**src/rtl/prog_loader_if.sv**
```systemverilog
// Byte-stream and instruction-memory write bus between a program source and prog_loader.
// The loader uses the slave side; the source/observer uses the master side.
interface prog_loader_if #(
  parameter int AW = 6
) ();
  // A byte moves on any rising edge where byte_valid && byte_ready; byte_ready
  // never looks at byte_valid, and byte_data must be held while valid waits.
  logic          byte_valid;
  logic [7:0]    byte_data;
  logic          byte_ready;
  logic          imem_we;
  logic [AW-1:0] imem_addr;
  logic [31:0]   imem_wdata;

  modport master (
    output byte_valid, byte_data,
    input  byte_ready, imem_we, imem_addr, imem_wdata
  );

  modport slave (
    input  byte_valid, byte_data,
    output byte_ready, imem_we, imem_addr, imem_wdata
  );
endinterface

```
**src/rtl/prog_loader.sv**
```systemverilog
// Loads a length-prefixed, XOR-checksummed byte stream into instruction memory
// and holds the processor in reset until a session completes cleanly.
module prog_loader #(
  parameter  int DEPTH = 64,
  localparam int AW    = $clog2(DEPTH)
) (
  input  logic        clk,
  input  logic        rst,
  input  logic        start,
  prog_loader_if.slave bus,
  output logic        cpu_rst,
  output logic        busy,
  output logic        done,
  output logic        error,
  output logic [2:0]  state
);

  typedef enum logic [2:0] {
    S_IDLE   = 3'd0,
    S_LEN_LO = 3'd1,
    S_LEN_HI = 3'd2,
    S_DATA   = 3'd3,
    S_CSUM   = 3'd4,
    S_DONE   = 3'd5,
    S_ERR    = 3'd6
  } state_t;

  localparam logic [16:0] DEPTH_W = 17'(DEPTH);

  state_t      state_q, state_d;
  logic        xfer, start_ok, last_word;
  logic [15:0] n_in;
  logic [15:0] len_q, word_cnt_q;
  logic [7:0]  len_lo_q, acc_q;
  logic [1:0]  byte_cnt_q;
  logic [23:0] shift_q;

  assign bus.byte_ready = (state_q == S_LEN_LO) || (state_q == S_LEN_HI) ||
                          (state_q == S_DATA)   || (state_q == S_CSUM);
  assign xfer      = bus.byte_valid && bus.byte_ready;
  assign start_ok  = start && ((state_q == S_IDLE) || (state_q == S_DONE) ||
                               (state_q == S_ERR));
  assign n_in      = {bus.byte_data, len_lo_q};
  assign last_word = (word_cnt_q + 16'd1) == len_q;
  // The final word's write strobe lands while already in CSUM/DONE/ERR.
  assign busy      = bus.byte_ready || bus.imem_we;
  assign state     = state_q;

  always_ff @(posedge clk or posedge rst) begin
    if (rst) state_q <= S_IDLE;
    else     state_q <= state_d;
  end

  always_comb begin
    state_d = state_q;
    case (state_q)
      S_IDLE, S_DONE, S_ERR: if (start) state_d = S_LEN_LO;
      S_LEN_LO: if (xfer) state_d = S_LEN_HI;
      S_LEN_HI: begin
        if (xfer) begin
          if ({1'b0, n_in} > DEPTH_W) state_d = S_ERR;
          else if (n_in == 16'd0)     state_d = S_CSUM;
          else                        state_d = S_DATA;
        end
      end
      S_DATA: if (xfer && (byte_cnt_q == 2'd3) && last_word) state_d = S_CSUM;
      S_CSUM: begin
        if (xfer) state_d = (bus.byte_data == acc_q) ? S_DONE : S_ERR;
      end
      default: state_d = S_IDLE;
    endcase
  end

  always_ff @(posedge clk or posedge rst) begin
    if (rst) begin
      len_q          <= '0;
      len_lo_q       <= '0;
      word_cnt_q     <= '0;
      byte_cnt_q     <= '0;
      acc_q          <= '0;
      shift_q        <= '0;
      bus.imem_we    <= 1'b0;
      bus.imem_addr  <= '0;
      bus.imem_wdata <= '0;
      done           <= 1'b0;
      error          <= 1'b0;
      cpu_rst        <= 1'b1;
    end else begin
      bus.imem_we <= 1'b0;
      done        <= 1'b0;
      if (start_ok) begin
        word_cnt_q <= '0;
        byte_cnt_q <= '0;
        acc_q      <= '0;
        error      <= 1'b0;
        cpu_rst    <= 1'b1;
      end
      if (xfer) begin
        case (state_q)
          S_LEN_LO: len_lo_q <= bus.byte_data;
          S_LEN_HI: len_q    <= n_in;
          S_DATA: begin
            acc_q      <= acc_q ^ bus.byte_data;
            byte_cnt_q <= byte_cnt_q + 2'd1;
            shift_q    <= {bus.byte_data, shift_q[23:8]};
            // Fourth byte completes the word: first arrival ends up in the low byte.
            if (byte_cnt_q == 2'd3) begin
              bus.imem_we    <= 1'b1;
              bus.imem_addr  <= word_cnt_q[AW-1:0];
              bus.imem_wdata <= {bus.byte_data, shift_q};
              word_cnt_q     <= word_cnt_q + 16'd1;
            end
          end
          default: ;
        endcase
      end
      if ((state_d == S_DONE) && (state_q != S_DONE)) begin
        done    <= 1'b1;
        cpu_rst <= 1'b0;
      end
      if ((state_d == S_ERR) && (state_q != S_ERR)) error <= 1'b1;
    end
  end

endmodule

```
**src/flat_wrapper.sv**
```systemverilog
// flat-port wrapper written by rule: the top's interface ports become plain ports
module prog_loader_flat 
#(
  parameter  int DEPTH = 64,
  localparam int AW    = $clog2(DEPTH)
)
  (clk, rst, start, cpu_rst, busy, done, error, state, bus_byte_valid, bus_byte_data, bus_byte_ready, bus_imem_we, bus_imem_addr, bus_imem_wdata);
  prog_loader_if #(.AW((6))) bus_i ();
  input  logic clk;
  input  logic rst;
  input  logic start;
  output logic cpu_rst;
  output logic busy;
  output logic done;
  output logic error;
  output logic [2:0] state;
  input wire logic [$bits(bus_i.byte_valid)-1:0] bus_byte_valid;
  input wire logic [$bits(bus_i.byte_data)-1:0] bus_byte_data;
  output wire logic [$bits(bus_i.byte_ready)-1:0] bus_byte_ready;
  output wire logic [$bits(bus_i.imem_we)-1:0] bus_imem_we;
  output wire logic [$bits(bus_i.imem_addr)-1:0] bus_imem_addr;
  output wire logic [$bits(bus_i.imem_wdata)-1:0] bus_imem_wdata;
  assign bus_i.byte_valid = bus_byte_valid;
  assign bus_i.byte_data = bus_byte_data;
  assign bus_byte_ready = bus_i.byte_ready;
  assign bus_imem_we = bus_i.imem_we;
  assign bus_imem_addr = bus_i.imem_addr;
  assign bus_imem_wdata = bus_i.imem_wdata;
  prog_loader #(.DEPTH(DEPTH)) u_core (.clk(clk), .rst(rst), .start(start), .bus(bus_i), .cpu_rst(cpu_rst), .busy(busy), .done(done), .error(error), .state(state));
endmodule
```
**config.mk**
```make
export PLATFORM = sky130hd
export DESIGN_NAME = prog_loader_flat
export DESIGN_NICKNAME = d
export VERILOG_FILES = /design/src/rtl/prog_loader_if.sv /design/src/rtl/prog_loader.sv /design/src/flat_wrapper.sv
export SDC_FILE = /design/constraint.sdc
export NUM_CORES = 1
export LEC_CHECK = 0
export ABC_AREA = 1
export CAP_MARGIN = 10
export CORE_ASPECT_RATIO = 0.6
export CORE_MARGIN = 2
export CORE_UTILIZATION = 53
export CTS_BUF_LIST = sky130_fd_sc_hd__clkbuf_4 sky130_fd_sc_hd__clkbuf_8
export DETAILED_ROUTE_END_ITERATION = 8
export HOLD_SLACK_MARGIN = 0.1
export PLACE_DENSITY_LB_ADDON = 0.1
export SETUP_SLACK_MARGIN = 0.4
export SKIP_LAST_GASP = 1
export SYNTH_ARGS = -nofsm -noshare
export SYNTH_HDL_FRONTEND = slang
export SYNTH_SLANG_ARGS = --single-unit
```
**constraint.sdc**
```tcl
create_clock -name clk -period 3.6 [get_ports clk]
set_input_delay 0.54 -clock clk [delete_from_list [all_inputs] [get_ports clk]]
set_output_delay 0.54 -clock clk [all_outputs]
set_load 0.01 [all_outputs]
```
==> results.json, run 1 <==
{
  "crit_top_cell": "nor2_1",
  "h-tree-depth": 4,
  "p_per_area_nw_per_um2": 628,
  "start_util_pct": 54.8,
  "clkSinkCount": 119,
  "routed_wl_um": 12900,
  "antenna_found_initial": 0,
  "r2r_end": "u_core.word_cnt_q[12]$_DFF_PP0_",
  "synthSimpleGateAreaFrac_pct": 23.9,
  "min_path_cells": 2,
  "maxCapViolCount": 0,
  "synth_seq_cells": 119,
  "layout_common_cells": "197 x nand2_1, 118 x dfrtp_1, 103 x o21ai_0",
  "coreArea_sq_um": 9950,
  "holdPathEnd": "u_core.bus.imem_wdata[3]$_DFFE_PP0P_",
  "ys_types": 33,
  "io_pins": 59,
  "cts_buffer_depth": 2,
  "r2r_cells": 7,
  "cts_buffers": 17,
  "cts-root-buf": "clkbuf_8",
  "synth_top_family_by_area": "simple AND/OR/NAND/NOR gates",
  "setup_viol": 0,
  "synth-xor-area-share_pct": 2.57,
  "synth_compound_area_share_pct": 11.4,
  "grt_pass1_wl_um": 21500,
  "final-hold-violation-count": 0,
  "antenna_cells": 0,
  "end_kind": "primary output",
  "startpoint_type": "flip-flop",
  "antenna_left": 0,
  "reg2reg_setup_slack_ns": 1.16,
  "drt_first_pass_iters": 5,
  "hpwl_um": 9160,
  "worstHoldPathType": "flip-flop to flip-flop",
  "syn_nets": 677,
  "hold_buffers": 0,
  "p_leak_nw": 3.07,
  "status": "complete, no violations",
  "postSynth.asyncResetShare_pct": 100,
  "post_drt_wl_per_cell_um": 14.7,
  "drt_iter0_drc": 368,
  "die_h_um": 82.6,
  "period_needed_ns": 2.79,
  "drive_gt1_share_pct": 7.98,
  "synthAdderAreaFrac_pct": 0.459,
  "fin_worst_skew_ns": 0.0164,
  "insertion_delay_ns": 0.44,
  "clk_pin_slew_ns": 0.08,
  "setup_ws_ns": 0.812,
  "place_ws_ns": 0.815,
  "area_delta_synth_final_pct": 20.7,
  "worstMarginPinSlew_ns": 0.630,
  "crit_arrival_ns": 2.25,
  "finalCritPeriodShare_pct": 77.4,
  "rows": 28,
  "ir_drop_mv": 0.341,
  "io_buffers": 58,
  "path_delay_family": "simple AND/OR/NAND/NOR gates",
  "seq_area_frac_synth_pct": 54.6,
  "drv_slew": 0,
  "synth_edf_count": 0,
  "critPathSlowestCell": "clkdlybuf4s50_1",
  "worst_path_largest_cell_delay_ns": 0.47,
  "critPathMaxFanout": 5,
  "num_vias": 4602,
  "min_from": "u_core.shift_q[3]$_DFFE_PP0P_",
  "gr-usage-all-layers_pct": 25.4,
  "relSlewSlack_pct": 57.9,
  "ys.flop_type": "dfrtp_1",
  "ys_warn_count": 0,
  "total_power_mw": 4.13,
  "fin_setup_tns_ns": 0,
  "gr-total-overflow": 0,
  "die_w_um": 135,
  "fin_util_pct": 66.2,
  "final_common_cell": "nand2_1",
  "dieArea_sq_um": 11100,
  "via_per_inst": 5.27,
  "rsz0062_at_grt": "false",
  "reg2reg_from": "u_core.state[2]$_DFF_PP0_",
  "fin_nets": 740,
  "whs_ns": 0.474,
  "syn-instance-count": 663,
  "max_freq_ghz": 0.359,
  "required_ns": 3.06,
  "cp_num_buf_inv": 2,
  "crit_type": "flip-flop to primary output",
  "cts_tree": "built",
  "synth_area_sq_um": 5460,
  "cts_setup_buffers": 0,
  "muxShareOfSynthArea_pct": 0,
  "post_cts_resize_count": 0,
  "gp_congestion": 0.846,
  "grt_max_degree": 93,
  "drc": 0,
  "grt_pass1_vias": 4349,
  "path_cells": "nor2_1 -> nor2_1 -> nor2_1 -> inv_1 -> or2_2 -> clkdlybuf4s50_1",
  "postSynthAreaPerCell_sq_um": 8.23
}
[worst max path at each step]
stage | start | end | slack (ns) | cells past startpoint
after detailed placement | bus_byte_valid | u_core.word_cnt_q[8]$_DFF_PP0_ | 0.82 | 7
after CTS | u_core.state[1]$_DFF_PP0_ | busy | 0.80 | 6
after floorplan | rst | u_core.acc_q[0]$_DFF_PP0_ | 1.61 | 1
final | u_core.state[1]$_DFF_PP0_ | busy | 0.81 | 6
after global placement | bus_byte_valid | u_core.word_cnt_q[5]$_DFF_PP0_ | 0.88 | 7
after global routing | u_core.state[1]$_DFF_PP0_ | busy | 0.62 | 7
[Yosys cell counts, types with 2 or more instances]
cell type	count	area share (%)
nand2_1	197	14
dfrtp_1	118	54
o21ai_0	103	9.4
inv_1	78	5.4
nand3_1	41	3.8
nor2_1	38	2.6
clkbuf_1	16	1.1
nand4_1	11	1.3
xnor2_1	7	1.1
xor2_1	6	0.96
nor2_2	5	0.57
o22ai_1	5	0.57
a21oi_1	4	0.37
nor2_4	4	0.83
nor3_1	4	0.37
buf_2	3	0.28
inv_2	3	0.21
clkinv_1	2	0.14
ha_1	2	0.46
nand2_2	2	0.23
o21bai_1	2	0.28
[sequential cells by signal, indices dropped and copies added, names as in the netlist]
| name | count |
|---|---|
| u_core.bus.imem_wdata | 32 |
| u_core.state | 3 |
| u_core.acc_q | 8 |
| u_core.done | 1 |
| u_core.len_lo_q | 8 |
| u_core.bus.imem_we | 1 |
| u_core.cpu_rst | 1 |
| u_core.error | 1 |
| u_core.byte_cnt_q | 2 |
| u_core.bus.imem_addr | 6 |
| u_core.len_q | 16 |
| u_core.shift_q | 24 |
| u_core.word_cnt_q | 16 |
[tightest hold or removal path, stage by stage, from the launching register on]
cell and delay [ns]:
dfrtp_1 0.34, nand2_1 0.05, nand2_1 0.05
[metal layers]
| layer | vias up | GRT usage [%] | share of wire, % |
|---|---|---|---|
| met2 | 178 | 35.7 | 41 |
| met3 | 17 | 6.04 | 7.4 |
| met1 | 2166 | 38.7 | 51 |
| met5 | - | 0 | 0 |
| li1 | 2241 | - | - |
| met4 | 0 | 7.92 | 1.2 |
[cells by family (layout without fill, tap and decap cells)]
kind of cell | after synthesis | in the layout
buffers and inverters | 102 | 178
XOR/XNOR | 14 | 14
flip-flops | 119 | 119
AO/OA/AOI/OAI | 119 | 119
AND/OR/NAND/NOR | 307 | 307
adder cells (fa/ha/maj) | 2 | 2
[power breakdown]
group          leakage [nW]  internal, mW  switching [mW]  total, mW
clock                 0.176         0.635           0.574       1.21
sequential             1.60          1.65           0.219       1.87
combinational          1.29         0.410           0.643       1.05
[through the flow]
stage	instances	area, sq um
floorplan	663	5460
global placement	842	6180
detailed placement	842	6180
CTS	874	6580
global route	874	6580
finish	874	6580
[final cells by class]
cell class                      instances  area [sq um]
Fill cell                             815          3370
Sequential cell                       119          2980
Multi-Input combinational cell        442          2090
Timing Repair Buffer                   63           631
Inverter                               83           315
Clock buffer                           18           248
Tap cell                              135           169
Clock inverter                         14           151
Note: power is estimated with default switching activity, not from simulation.
==> inputs of run 2 (changes only) <==
CORE_UTILIZATION = 55   (was 53)
clock period = 2.87 ns   (was 3.6 ns; I/O delays follow)
==> run 2 against run 1 <==
Against the previous run:
- wire length increased by 5.1%
- cell count is 1.4% higher
- sequential share of layout area fell by 0.87 points
- first-iteration DRC count up 12%
- combinational power rose by 40%
- design area increased by 2.1%
- sequential power rose by 25%
- via count is 2.6% higher
- non-clock buffer count up 12
- clock power grew 24%
- flip-flop and latch count stayed put
- register-to-register slack worse by 0.54 ns
- largest power group unchanged
==> results.json, run 2 (synthesis results as in run 1) <==
{
  "r2r_end": "u_core.done$_DFF_PP0_",
  "io_buffers": 58,
  "p_leak_nw": 3.17,
  "reg2reg_setup_slack_ns": 0.62,
  "antenna_left": 0,
  "gr-total-overflow": 0,
  "drv_slew": 0,
  "crit_type": "flip-flop to primary output",
  "grt_pass1_wl_um": 22100,
  "io_pins": 59,
  "final-hold-violation-count": 0,
  "insertion_delay_ns": 0.43,
  "cts_tree": "built",
  "fin_nets": 752,
  "p_per_area_nw_per_um2": 790,
  "num_vias": 4720,
  "status": "complete, no violations",
  "power.share.clock_pct": 28.2,
  "combPwrFrac_pct": 27.7,
  "drc": 0,
  "regMostFlops": "u_core.bus.imem_wdata",
  "start_util_pct": 56.0,
  "fill_cells": 800,
  "ir_drop_mv": 0.583,
  "antenna_cells": 0,
  "relSlewSlack_pct": 62.1,
  "period_needed_ns": 2.38,
  "setup_ws_ns": 0.486,
  "finalCritPeriodShare_pct": 83.1,
  "gp_congestion": 0.925,
  "worstHoldPathType": "input port to async pin",
  "fin_util_pct": 69.0,
  "required_ns": 2.44,
  "via_per_inst": 5.33,
  "clk_pin_slew_ns": 0.07,
  "intPower_mw": 3.47,
  "worstMarginPinSlew_ns": 0.567,
  "antenna_found_initial": 0,
  "gr-usage-all-layers_pct": 26.8,
  "fin_setup_tns_ns": 0,
  "rsz0062_at_grt": "true",
  "cts_buffers": 17,
  "cts_buffer_depth": 2,
  "drt_iter0_drc": 413,
  "grt_max_degree": 69,
  "area_delta_synth_final_pct": 23.1,
  "startpoint_type": "flip-flop",
  "critPathMaxFanout": 4,
  "max_freq_ghz": 0.419,
  "coreArea_sq_um": 9740,
  "largest_reg_flops": 32,
  "place_ws_ns": 0.510,
  "drt_first_pass_iters": 5,
  "reg_top3": "u_core.bus.imem_wdata x32, u_core.shift_q x24",
  "fin_worst_skew_ns": 0.0114,
  "p_seq_share_pct": 44.1,
  "placed_cell_area_sq_um": 6230,
  "end_kind": "primary output",
  "layout_common_cells": "196 x nand2_1, 116 x dfrtp_1, 103 x o21ai_0",
  "setup_viol": 0,
  "design_area_sq_um": 6720,
  "die_h_um": 81.2,
  "reg2reg_from": "u_core.word_cnt_q[1]$_DFF_PP0_",
  "hpwl_um": 9510,
  "routed_wl_um": 13500,
  "drive_gt1_share_pct": 10.3,
  "whs_ns": 0.404,
  "r2r_cells": 13,
  "dieArea_sq_um": 10800,
  "final_common_cell": "nand2_1",
  "post_drt_wl_per_cell_um": 15.2,
  "h-tree-depth": 4,
  "grt_pass1_vias": 4495,
  "p_sw_share_pct": 34.7,
  "clkSinkCount": 119,
  "p_switching_mw": 1.84,
  "final_cells": 886,
  "cts-root-buf": "clkbuf_8",
  "placed_cells": 845,
  "die_w_um": 133,
  "total_power_mw": 5.31,
  "crit_arrival_ns": 1.95,
  "rows": 28,
  "maxCapViolCount": 0
}
[run 2: cell count changes in the layout (fill, tap and decap cells not counted), moves of 3 or more]
cell        before  now
buf_4            4   14
clkinvlp_4       9    4
nor2_4           4    7
clkinv_2         1    6
[run 2: power groups by stage]
stage	clock, mW	sequential [mW]	combinational (mW)
global route	1.59	2.38	1.66
floorplan	0	2.31	0.900
detailed placement	0	2.37	1.34
CTS	1.51	2.33	1.44
finish	1.50	2.34	1.47
global placement	0	2.35	1.29
[run 2: worst max path at each step]
stage / slack [ns] / from / endpoint
finish: 0.49 / u_core.state[0]$_DFF_PP0_ / bus_byte_ready
global route: 0.36 / u_core.word_cnt_q[1]$_DFF_PP0_ / u_core.error$_DFFE_PP0P_
CTS: 0.41 / u_core.state[0]$_DFF_PP0_ / busy
detailed placement: 0.51 / bus_byte_valid / u_core.word_cnt_q[6]$_DFF_PP0_
global placement: 0.64 / bus_byte_valid / u_core.shift_q[0]$_DFFE_PP0P_
floorplan: 0.98 / rst / u_core.acc_q[0]$_DFF_PP0_
[run 2: per-layer routing]
layer	GRT usage, %	vias to the layer above	part of all wire, %
met5	0	-	0
met4	10.6	0	1.2
met3	5.12	19	7.1
met2	39.6	201	44
met1	39.3	2225	48
li1	-	2275	-
[run 2: final cells by class]
class                   instances  area, sq um  share of cell area, %
well taps                     135          169                   2.51
clock inverters                13          130                   1.94
flip-flops and latches        119         2980                   44.4
clock buffers                  19          262                   3.89
multi-input cells             442         2110                   31.5
inverters                      83          315                   4.69
repair buffers                 75          748                   11.1
[run 2: worst max-delay path: stages, from the launching register on]
cell	delay (ns)
dfrtp_1	0.41
nor2_4	0.14
inv_1	0.08
nor2_4	0.13
nor2_2	0.07
inv_2	0.11
clkdlybuf4s50_1	0.58
[run 2: timing repair]
item / in CTS / in global routing
endpoints found under the setup margin: 2 / 12
gates resized for setup: 4 / 6
pin swaps: 2 / 1
buffers inserted: 7 / 2
cloned: 0 / 0
hold buffers: 0 / 0
==> inputs of run 3 (changes only) <==
clock period = 2.26 ns   (was 2.87 ns; I/O delays follow)
==> run 3 against run 2 <==
Against the previous run:
- clock skew grew 0.0018 ns
- sequential power grew 27%
- critical path depth grew 7
- hold slack gained 0.012 ns
- wire length grew 5.3%
- sequential share of layout area shrank 2.6 points
- global-route usage grew 0.78 points
- power grew 36%
- critical path type is now flip-flop to flip-flop
- count of clock-buffer cells in the layout grew 4
- cell count grew 2.6%
==> results.json, run 3 (synthesis results as in run 1) <==
{
  "rows": 28,
  "largest_reg_flops": 32,
  "finalCritPeriodShare_pct": 96.7,
  "cts-root-buf": "clkbuf_8",
  "gp_congestion": 0.916,
  "placed_cell_area_sq_um": 6240,
  "h-tree-depth": 4,
  "crit_type": "flip-flop to flip-flop",
  "power.share.clock_pct": 30.4,
  "worstMarginPinSlew_ns": 0.625,
  "design_area_sq_um": 7140,
  "regMostFlops": "u_core.bus.imem_wdata",
  "max_freq_ghz": 0.458,
  "post_drt_wl_per_cell_um": 15.7,
  "crit_arrival_ns": 2.55,
  "routed_wl_um": 14200,
  "maxCapViolCount": 0,
  "fin_nets": 776,
  "hpwl_um": 9500,
  "final-hold-violation-count": 0,
  "layout_common_cells": "190 x nand2_1, 116 x dfrtp_1, 97 x o21ai_0",
  "intPower_mw": 4.82,
  "grt_pass1_wl_um": 22500,
  "p_switching_mw": 2.40,
  "start_util_pct": 56.0,
  "fin_worst_skew_ns": 0.0132,
  "drc": 0,
  "gr-total-overflow": 0,
  "die_w_um": 133,
  "grt_max_degree": 120,
  "via_per_inst": 5.34,
  "relSlewSlack_pct": 58.3,
  "ir_drop_mv": 0.649,
  "cts_buffers": 17,
  "rsz0062_at_grt": "true",
  "drt_iter0_drc": 502,
  "cts_tree": "built",
  "antenna_left": 0,
  "p_sw_share_pct": 33.2,
  "grt_pass1_vias": 4592,
  "clkSinkCount": 119,
  "antenna_found_initial": 0,
  "cts_buffer_depth": 2,
  "reg_top3": "u_core.bus.imem_wdata x32, u_core.shift_q x24",
  "insertion_delay_ns": 0.44,
  "startpoint_type": "flip-flop",
  "io_buffers": 58,
  "combPwrFrac_pct": 28.4,
  "drt_first_pass_iters": 5,
  "drv_slew": 0,
  "p_leak_nw": 3.36,
  "worstHoldPathType": "input port to async pin",
  "setup_viol": 0,
  "clk_pin_slew_ns": 0.07,
  "status": "complete, no violations",
  "antenna_cells": 0,
  "p_seq_share_pct": 41.3,
  "drive_gt1_share_pct": 16.9,
  "io_pins": 59,
  "period_needed_ns": 2.18,
  "final_common_cell": "nand2_1",
  "die_h_um": 81.2,
  "dieArea_sq_um": 10800,
  "critPathMaxFanout": 7,
  "p_per_area_nw_per_um2": 1010,
  "area_delta_synth_final_pct": 30.9,
  "coreArea_sq_um": 9740,
  "required_ns": 2.62,
  "gr-usage-all-layers_pct": 27.5,
  "end_kind": "flip-flop",
  "num_vias": 4854,
  "fin_setup_tns_ns": 0
}
-- run 3: layout make-up --
type / instances / area [sq um]
sequential: 119 / 2980
fill: 748 / 2600
multi-input combinational: 442 / 2240
timing repair buffer: 99 / 986
inverter: 83 / 318
clock buffer: 23 / 310
tap: 135 / 169
clock inverter: 8 / 143
-- run 3: power by group through the flow --
stage / sequential (mW) / clock (mW) / combinational (mW)
2_1_floorplan: 2.94 / 0 / 1.14
3_3_place_gp: 2.99 / 0 / 1.66
3_5_place_dp: 3.01 / 0 / 1.71
4_1_cts: 2.97 / 2.21 / 1.86
5_1_grt: 3.04 / 2.30 / 2.28
6_report: 2.98 / 2.19 / 2.05
-- run 3: per-layer routing --
layer	up-vias	track usage [%]	routed length, um
li1	2318	-	-
met1	2280	40.4	6780
met2	225	39.6	6040
met3	31	7.37	1190
met4	0	10.1	226
met5	-	0	0
-- run 3: worst paths after layout --
kind / start / end / slack, ns / cells past startpoint
min: rst / u_core.bus.imem_wdata[4]$_DFFE_PP0P_ / 0.42 / 3
max reg2reg: u_core.state[0]$_DFF_PP0_ / u_core.error$_DFFE_PP0P_ / 0.08 / 13
max in group asynchronous: rst / u_core.state[2]$_DFF_PP0_ / 1.33 / 3
min in group clk: u_core.bus.imem_wdata[2]$_DFFE_PP0P_ / u_core.bus.imem_wdata[2]$_DFFE_PP0P_ / 0.47 / 2
max: u_core.state[0]$_DFF_PP0_ / u_core.error$_DFFE_PP0P_ / 0.08 / 13
min reg2reg: u_core.bus.imem_wdata[2]$_DFFE_PP0P_ / u_core.bus.imem_wdata[2]$_DFFE_PP0P_ / 0.47 / 2
-- run 3: critical path, cell delays in order (launching register included) --
cell and delay (ns):
dfrtp_1 0.39, buf_4 0.15, inv_1 0.14, nor2_1 0.06, inv_1 0.07, nor2_1 0.08, a211oi_2 0.28, nor2_2 0.08
buf_4 0.17, nor2_1 0.13, o21ai_0 0.13, nor2_1 0.19, nand3_1 0.10, o21bai_1 0.14
-- run 3: per-stage QoR --
stage / setup WS [ns] / cells / power [mW] / hold WS (ns) / utilization [%]
after floorplan: 0.466 / 663 / 4.08 / 0.449 / -
after CTS: 0.212 / 902 / 7.03 / 0.468 / 71.3
after global routing: 0.00303 / 909 / 7.62 / 0.474 / 73.3
after global placement: 0.179 / 849 / 4.65 / 0.454 / 64.0
final: 0.0757 / 909 / 7.22 / 0.417 / 73.3
after detailed placement: 0.0611 / 849 / 4.72 / 0.457 / 64.0
-- run 3: repair_timing --
action                     CTS  global route
pin swaps                   13            22
hold buffers                 0             0
buffers inserted            22             7
setup endpoints to repair   33            63
resized for setup           40            43
